[src/rtl/arm_mem_pkg.sv]
// Shared encodings for the load/store memory path: access size codes,
// the load FSM state type and the alignment rule.
package arm_mem_pkg;

    localparam logic [1:0] SIZE_BYTE = 2'b00;
    localparam logic [1:0] SIZE_HALF = 2'b01;
    localparam logic [1:0] SIZE_WORD = 2'b10;

    typedef enum logic [1:0] {
        IDLE     = 2'b00,
        WAIT_MOC = 2'b01,
        WAIT_REL = 2'b10,
        DONE     = 2'b11
    } state_t;

    // Size code 11 is handled exactly like a word access.
    function automatic logic is_misaligned(input logic [1:0] size, input logic [1:0] lsb);
        logic mis;
        case (size)
            SIZE_BYTE: mis = 1'b0;
            SIZE_HALF: mis = lsb[0];
            default:   mis = |lsb;
        endcase
        return mis;
    endfunction

endpackage

[src/rtl/load_lane_select.sv]
// Little-endian lane extraction with zero extension; purely combinational so
// the store path can reuse it for read-modify-write merges.
module load_lane_select
    import arm_mem_pkg::*;
(
    input  logic [31:0] memRdata,
    input  logic [1:0]  addr,
    input  logic [1:0]  dataSize,
    output logic [31:0] data
);

    logic [7:0]  byte_sel;
    logic [15:0] half_sel;

    always_comb begin
        byte_sel = memRdata[{addr, 3'b000} +: 8];
        half_sel = memRdata[{addr[1], 4'b0000} +: 16];
        case (dataSize)
            SIZE_BYTE: data = {24'b0, byte_sel};
            SIZE_HALF: data = {16'b0, half_sel};
            default:   data = memRdata;
        endcase
    end

endmodule

[src/rtl/mem_load_align.sv]
// Aligned load unit: four-phase MOV/MOC read handshake, lane extraction and
// misalignment detection. Optional MOC wait timeout under MEM_TIMEOUT_EN.
module mem_load_align
    import arm_mem_pkg::*;
#(
    parameter int TIMEOUT_CYCLES = 16
) (
    input  logic        CLK,
    input  logic        CLR,
    input  logic        start,
    input  logic [31:0] addr,
    input  logic [1:0]  dataSize,
    output logic        MOV,
    output logic [31:0] memAddr,
    input  logic [31:0] memRdata,
    input  logic        MOC,
    output logic [31:0] Q,
    output logic [1:0]  sizeOut,
    output logic        done,
    output logic        busy,
    output logic        misalign,
    output logic        timeout,
    output state_t      dbg_state
);

    // Handshake: MOV rises in WAIT_MOC and falls once MOC is seen high; the
    // access only completes after MOC has returned low (four-phase).
    state_t      state_q, state_d;
    logic [31:0] addr_q, addr_d;
    logic [1:0]  size_q, size_d;
    logic [31:0] data_q, data_d;
    logic        misalign_q, misalign_d;
    logic [31:0] lane_data;

`ifdef MEM_TIMEOUT_EN
    localparam int CNT_W = $clog2(TIMEOUT_CYCLES + 1);
    logic [CNT_W-1:0] cnt_q, cnt_d;
    logic             timeout_q, timeout_d;
`endif

    load_lane_select u_lane (
        .memRdata (memRdata),
        .addr     (addr_q[1:0]),
        .dataSize (size_q),
        .data     (lane_data)
    );

    always_comb begin
        state_d    = state_q;
        addr_d     = addr_q;
        size_d     = size_q;
        data_d     = data_q;
        misalign_d = misalign_q;
`ifdef MEM_TIMEOUT_EN
        cnt_d      = cnt_q;
        timeout_d  = timeout_q;
`endif
        case (state_q)
            IDLE: begin
                if (start) begin
                    size_d = dataSize;
                    if (is_misaligned(dataSize, addr[1:0])) begin
                        data_d     = '0;
                        misalign_d = 1'b1;
`ifdef MEM_TIMEOUT_EN
                        timeout_d  = 1'b0;
`endif
                        state_d    = DONE;
                    end else begin
                        addr_d  = addr;
`ifdef MEM_TIMEOUT_EN
                        cnt_d   = '0;
`endif
                        state_d = WAIT_MOC;
                    end
                end
            end
            WAIT_MOC: begin
                if (MOC) begin
                    data_d  = lane_data;
                    state_d = WAIT_REL;
                end
`ifdef MEM_TIMEOUT_EN
                else if (cnt_q == CNT_W'(TIMEOUT_CYCLES - 1)) begin
                    data_d     = '0;
                    misalign_d = 1'b0;
                    timeout_d  = 1'b1;
                    state_d    = DONE;
                end else begin
                    cnt_d = cnt_q + 1'b1;
                end
`endif
            end
            WAIT_REL: begin
                if (!MOC) begin
                    misalign_d = 1'b0;
`ifdef MEM_TIMEOUT_EN
                    timeout_d  = 1'b0;
`endif
                    state_d    = DONE;
                end
            end
            DONE: state_d = IDLE;
            default: state_d = IDLE;
        endcase
    end

    always_ff @(posedge CLK or posedge CLR) begin
        if (CLR) begin
            state_q    <= IDLE;
            addr_q     <= '0;
            size_q     <= '0;
            data_q     <= '0;
            misalign_q <= 1'b0;
`ifdef MEM_TIMEOUT_EN
            cnt_q      <= '0;
            timeout_q  <= 1'b0;
`endif
        end else begin
            state_q    <= state_d;
            addr_q     <= addr_d;
            size_q     <= size_d;
            data_q     <= data_d;
            misalign_q <= misalign_d;
`ifdef MEM_TIMEOUT_EN
            cnt_q      <= cnt_d;
            timeout_q  <= timeout_d;
`endif
        end
    end

    assign MOV       = (state_q == WAIT_MOC);
    assign memAddr   = {addr_q[31:2], 2'b00};
    assign Q         = data_q;
    assign sizeOut   = size_q;
    assign done      = (state_q == DONE);
    assign busy      = (state_q != IDLE);
    assign misalign  = misalign_q;
    assign dbg_state = state_q;
`ifdef MEM_TIMEOUT_EN
    assign timeout   = timeout_q;
`else
    assign timeout   = 1'b0;
`endif

endmodule

[config.mk]
export PLATFORM = sky130hd
export DESIGN_NAME = mem_load_align
export DESIGN_NICKNAME = d
export VERILOG_FILES = /design/src/rtl/arm_mem_pkg.sv /design/src/rtl/load_lane_select.sv /design/src/rtl/mem_load_align.sv
export SDC_FILE = /design/constraint.sdc
export NUM_CORES = 1
export LEC_CHECK = 0
export BUFFER_PORTS_ARGS = -buffer_cell sky130_fd_sc_hd__buf_2
export CORE_MARGIN = 8
export CORE_UTILIZATION = 43
export CTS_CLUSTER_DIAMETER = 60
export CTS_CLUSTER_SIZE = 16
export DETAILED_ROUTE_END_ITERATION = 8
export PLACE_DENSITY_LB_ADDON = 0.12
export SLEW_MARGIN = 40
export SYNTH_ARGS = -nofsm -noshare
export SYNTH_HDL_FRONTEND = slang
export SYNTH_SLANG_ARGS = --single-unit
[constraint.sdc]
create_clock -name CLK -period 2 [get_ports CLK]
set_input_delay 0.3 -clock CLK [delete_from_list [all_inputs] [get_ports CLK]]
set_output_delay 0.3 -clock CLK [all_outputs]
set_load 0.02 [all_outputs]
==> results of run 1 <==
-- Yosys cell counts, drive strengths merged, types with 2 or more instances --
cell type	count
nand2b	8
nor2b	4
nand2	64
a22oi	14
mux2i	4
nand3	6
o41ai	2
dfrtp	69
inv	5
o22ai	2
a21oi	8
o21ai	26
buf	41
o31ai	7
ha	5
clkbuf	9
a21o	2
mux2	34
-- power by group --
| group | switching (W) | total [W] | leakage [nW] | internal [W] |
|---|---|---|---|---|
| Sequential | 0.000363 | 0.00237 | 0.880 | 0.00200 |
| Clock | 0.000533 | 0.00115 | 0.0995 | 0.000613 |
| Combinational | 0.00213 | 0.00353 | 1.18 | 0.00141 |
-- kinds of logic (layout without fill, tap and decap cells) --
| kind of cell | count (synthesis) | after routing | synth area share |
|---|---|---|---|
| flops | 69 | 69 | 0.508 |
| fa+ha+maj | 5 | 5 | 0.0184 |
| simple gates | 89 | 89 | 0.117 |
| buf+inv | 56 | 176 | 0.103 |
| mux | 38 | 38 | 0.124 |
| compound gates | 66 | 66 | 0.127 |
| other cells | 1 | 3 | 0.00110 |
-- placed cells by master, fill, tap and decap left out, types with 2 or more instances in the layout --
| master | count |
|---|---|
| buf_2 | 139 |
| dfrtp_1 | 69 |
| nand2_1 | 64 |
| mux2_2 | 34 |
| o21ai_0 | 24 |
| a22oi_1 | 14 |
| buf_4 | 12 |
| clkbuf_8 | 10 |
| nand2b_1 | 8 |
| a21oi_1 | 8 |
| o31ai_1 | 7 |
| nand3_1 | 6 |
| mux2i_1 | 4 |
| nor2b_1 | 4 |
| inv_1 | 4 |
| ha_1 | 4 |
| conb_1 | 3 |
| o21ai_1 | 2 |
| a21o_1 | 2 |
| o41ai_2 | 2 |
| clkinvlp_4 | 2 |
| o22ai_1 | 2 |
| clkinv_4 | 2 |
| buf_12 | 2 |
-- path summary, 6_finish.rpt --
check | to | slack, ns | cells after the start
max | Q[7] | 0.14 | 6
min | addr_q[9] | 0.05 | 3
max reg2reg | Q[7] | 0.14 | 6
min reg2reg | Q[16] | 0.48 | 2
max in group asynchronous | Q[22] | 1.52 | 3
min in group CLK | addr_q[30] | 0.19 | 2
-- per-layer routing --
metal	part of all wire	wire length [µm]	global-route usage	vias up
li1	-	-	-	1320
met1	0.42	3720	0.204	1262
met2	0.47	4140	0.253	108
met3	0.095	832	0.0547	9
met4	0.011	101	0.0550	0
met5	0	0	0	-
-- worst max-delay path: stages, from the launching register on --
cell     delay [ns]
dfrtp_1        0.37
inv_1          0.10
ha_1           0.23
nor2b_1        0.14
a311o_2        0.44
buf_12         0.18
o41ai_2        0.30
-- state kept, by name, summed over array words and instances (netlist names) --
signal	count
addr_q	32
misalign	1
dbg_state	2
Q	32
sizeOut	2
-- cell type report --
type                       count  area share
clock buffer                  11      0.0333
sequential                    69       0.406
inverter                       6     0.00618
timing repair buffer         154       0.197
tap                          102      0.0300
multi-input combinational    201       0.313
clock inverter                 5      0.0141
-- per-stage QoR --
stage | total power, W | util | instance area [µm²]
after floorplan | 0.00512 | - | 3410
after global placement | 0.00584 | 0.522 | 4010
after detailed placement | 0.00590 | 0.522 | 4010
after CTS | 0.00709 | 0.548 | 4210
after global routing | 0.00760 | 0.553 | 4250
final | 0.00705 | 0.553 | 4250
-- timing repair --
item                                    4_1_cts  5_1_grt
setup buffers                                 0        4
resized for setup                             0        4
endpoints found under the setup margin        0       25
==> results.json, run 1 <==
{
  "period_minus_slack_ns": 1.86,
  "cts_buffer_depth": 2,
  "final_max_slew_viol_count": 0,
  "initial_core_util": 0.442,
  "powerDensity_nw_per_um2": 1660,
  "clock.fmax_mhz": 538,
  "syn_inst": 324,
  "vias": 2699,
  "rsz0062_at_grt": "no",
  "cts_buffers": 9,
  "leakagePower_nw": 2.16,
  "boundaryPins": 143,
  "wire_per_inst_um": 16.0,
  "first_pass_iters": 4,
  "ys_seq_area_frac": 0.508,
  "worst_pin_slew_ns": 0.574,
  "synth_edf_count": 0,
  "crit_arrival_ns": 2.09,
  "grtUsageTotal": 0.162,
  "ys_top_cells_by_area": "dfrtp_1, mux2_2, buf_4",
  "hp-class": "in2async",
  "fp.dieH_um": 105,
  "startpoint_type": "register",
  "drt-initial-drc-count": 108,
  "ctsHoldBuffers": 0,
  "skew_ns": 0.00845,
  "routabilityCongestion": 0.755,
  "place_inst": 528,
  "grt.overflow.total": 0,
  "cp-startpoint": "dbg_state[1]",
  "cts-root-buf": "clkbuf_8",
  "finalHoldViolCount": 0,
  "status": "finished, final reports clean",
  "grt_pass1_vias": 2849,
  "ir_drop_v": 0.000713,
  "remaining_drc_errors": 0,
  "portBuffers": 139,
  "cts_tree": "done",
  "relSlewSlack": 0.618,
  "critPathKind": "reg2reg",
  "syn_to_final_growth_pct": 25.2,
  "finalNonFillerCells": 548,
  "synthesis.area_um2": 3400,
  "clkTransAtPathRegs_ns": 0.08,
  "die_width_um": 105,
  "regArea_um2": 1730,
  "core_area_um2": 7690,
  "clock_sinks": 69,
  "crit_required_ns": 2.23,
  "layout-drive-gt1-share": 0.471,
  "setup-tns-final_ns": 0,
  "async_reset_ff_frac": 1.00,
  "synth-main-ff-cell": "dfrtp_1",
  "htreeDepth": 3,
  "post-synth-top-area-cell": "dfrtp_1",
  "r2r_start": "dbg_state[1]",
  "cap_violations": 0,
  "ys_seq_elements": 69,
  "crit_fanout": 19,
  "dp_hpwl_um": 6800,
  "drt_wl_total_um": 8790,
  "period_share": 0.930,
  "end_kind": "register",
  "multi_input_area_um2": 1330,
  "place_ws_ns": 0.0234,
  "grt_pass1_wl_um": 14400,
  "die_area_um2": 11000,
  "ys_types": 36,
  "diodes": 0,
  "clkLatencyLatePin_ns": 0.34,
  "setup_ws_ns": 0.140,
  "whs_ns": 0.0480,
  "syn_area_per_cell_um2": 10.5,
  "setup_violations": 0,
  "detail-route-antenna-nets": 0,
  "layout.nets": 516,
  "antenna_found_initial": 0,
  "netlist.area_leader.share": 0.508,
  "grt_max_degree": 41,
  "ys_warn_count": 0,
  "viasPerCell": 4.93,
  "fill_cells": 758,
  "rows": 32
}
Note: power is estimated with default switching activity, not from simulation.
==> run 2: changes to the inputs <==
CORE_UTILIZATION = 44   (was 43)
SYNTH_HIERARCHICAL = 1   (was default)
==> run 2 against run 1 <==
First-iteration DRC count shrank 8.3%. Fmax grew 0.44%. Sequential power is 5% higher. Utilization decreased by 1.3 points. Worst hold slack gained 0.13 ns. Global-route usage is 0.38 points higher. Combinational power rose by 11%. Critical path type unchanged.
==> results.json, run 2 <==
{
  "status": "finished, final reports clean",
  "async_reset_ff_frac": 1.00,
  "hold_end": "addr_q[13]",
  "cts_buffers": 9,
  "period_minus_slack_ns": 1.85,
  "layout-drive-gt1-share": 0.518,
  "ys_top_cells_by_area": "dfrtp_1, mux2_4, a22o_1",
  "ys_seq_elements": 69,
  "powerDensity_nw_per_um2": 1710,
  "initial_core_util": 0.449,
  "grt_pass1_vias": 2816,
  "clock.fmax_mhz": 540,
  "place_ws_ns": 0.175,
  "finalHoldViolCount": 0,
  "p_total_w": 0.00753,
  "routed.top_layer": "met4",
  "diodes": 0,
  "antenna_found_initial": 0,
  "crit_required_ns": 2.23,
  "vias": 2630,
  "leakagePower_nw": 2.38,
  "worst_pin_slew_ns": 0.512,
  "relSlewSlack": 0.658,
  "cts_buffer_depth": 2,
  "drt-initial-drc-count": 99,
  "core_area_um2": 8130,
  "ir_drop_v": 0.00106,
  "post_cts_buffers": 0,
  "startpoint_type": "register",
  "portBuffers": 139,
  "ctsHoldBuffers": 1,
  "critPathKind": "reg2reg",
  "crit_fanout": 30,
  "netlist.area_leader.share": 0.473,
  "setup_violations": 0,
  "drt_wl_total_um": 9370,
  "m1WireLength_um": 4090,
  "layout.nets": 481,
  "r2r.worst_path.cells": 7,
  "whs_ns": 0.181,
  "grt_pass1_wl_um": 14900,
  "min_from": "addr[13]",
  "holdPathStages": 2,
  "syn_to_final_growth_pct": 20.3,
  "htreeDepth": 3,
  "wl_met3_um": 604,
  "routabilityCongestion": 0.827,
  "clkLatencyLatePin_ns": 0.34,
  "post-synth-top-area-cell": "dfrtp_1",
  "layout_common_cells": "buf_2, dfrtp_1, a22o_1, mux2_4, and2_1",
  "synth.most_common_cell": "dfrtp_1",
  "end_kind": "register",
  "cap_violations": 0,
  "fp.dieH_um": 107,
  "detail-route-antenna-nets": 0,
  "remaining_drc_errors": 0,
  "final_max_slew_viol_count": 0,
  "first_pass_iters": 4,
  "die_width_um": 107,
  "post_cts_resized": 0,
  "ys_seq_area_frac": 0.473,
  "rsz0062_at_grt": "no",
  "synth_common_cells": "dfrtp_1, a22o_1, buf_4",
  "hp-class": "in2reg",
  "layout_commonest_cell": "buf_2",
  "rrSetupSlack_ns": 0.15,
  "setup_ws_ns": 0.149,
  "crit_arrival_ns": 2.08,
  "synth_edf_count": 0,
  "boundaryPins": 143,
  "die_area_um2": 11500,
  "rows": 33,
  "wire_per_inst_um": 18.2,
  "ys_types": 39,
  "r2r-end": "Q[28]",
  "utilization": 0.540,
  "grt_max_degree": 35,
  "grtUsageTotal": 0.165,
  "synth-main-ff-cell": "dfrtp_1",
  "cts_tree": "done",
  "wl_met2_um": 4490,
  "skew_ns": 0.00816,
  "period_share": 0.926,
  "ys_warn_count": 6,
  "clock_sinks": 69,
  "synthesis.area_um2": 3650,
  "cts-root-buf": "clkbuf_8",
  "setup-tns-final_ns": 0,
  "clkTransAtPathRegs_ns": 0.08,
  "grt.overflow.total": 0,
  "syn_inst": 291,
  "dp_hpwl_um": 7070,
  "r2r_start": "dbg_state[0]",
  "viasPerCell": 5.10,
  "syn_area_per_cell_um2": 12.6
}
## run 2: stage by stage
step                cells  cell area [µm²]
detailed placement    499             4190
global route          516             4390
floorplan             293             3660
finish                516             4390
CTS                   516             4390
global placement      499             4190
## run 2: power by group
group	leakage [nW]	internal [W]	switching, W
logic	1.41	0.00178	0.00215
registers	0.874	0.00204	0.000444
clock network	0.0923	0.000574	0.000546
## run 2: cell type report
type,count,area [µm²]
flip-flops and latches,69,1730
clock buffers,10,128
inverters,9,37.5
repair buffers,151,826
multi-input cells,166,1480
clock inverters,6,63.8
fillers,737,3740
well taps,105,131
## run 2: cell families (layout without fill, tap and decap cells)
group	after synthesis	count (layout)	share of synthesized area
AOI/OAI and AO/OA	69	69	0.155
DFF	69	69	0.473
buffers and inverters	58	176	0.124
and+or+nand+nor	46	46	0.0692
muxes	43	43	0.160
adders and majority gates	5	5	0.0171
other	1	3	0.00103
## run 2: how the worst max path moves through the flow
| stage | start | to | depth (start not counted) |
|---|---|---|---|
| 2_1_floorplan | dbg_state[0] | addr_q[0] | 7 |
| 3_3_place_gp | dbg_state[0] | Q[15] | 7 |
| 3_5_place_dp | dbg_state[0] | Q[28] | 7 |
| 4_1_cts | dbg_state[0] | Q[28] | 7 |
| 5_1_grt | dbg_state[0] | Q[15] | 7 |
| 6_report | dbg_state[0] | Q[28] | 7 |
## run 2: critical path: stages, from the launching register on
cell and delay, ns:
dfrtp_1 0.44, inv_1 0.11, ha_1 0.22, buf_4 0.15
o21a_2 0.14, a211o_1 0.31, buf_12 0.18, a22o_1 0.19
## run 2: routing by layer
metal | global-route usage | vias up
li1 | - | 1230
met4 | 0.0754 | 0
met1 | 0.211 | 1290
met5 | 0 | -
met2 | 0.259 | 96
met3 | 0.0396 | 14
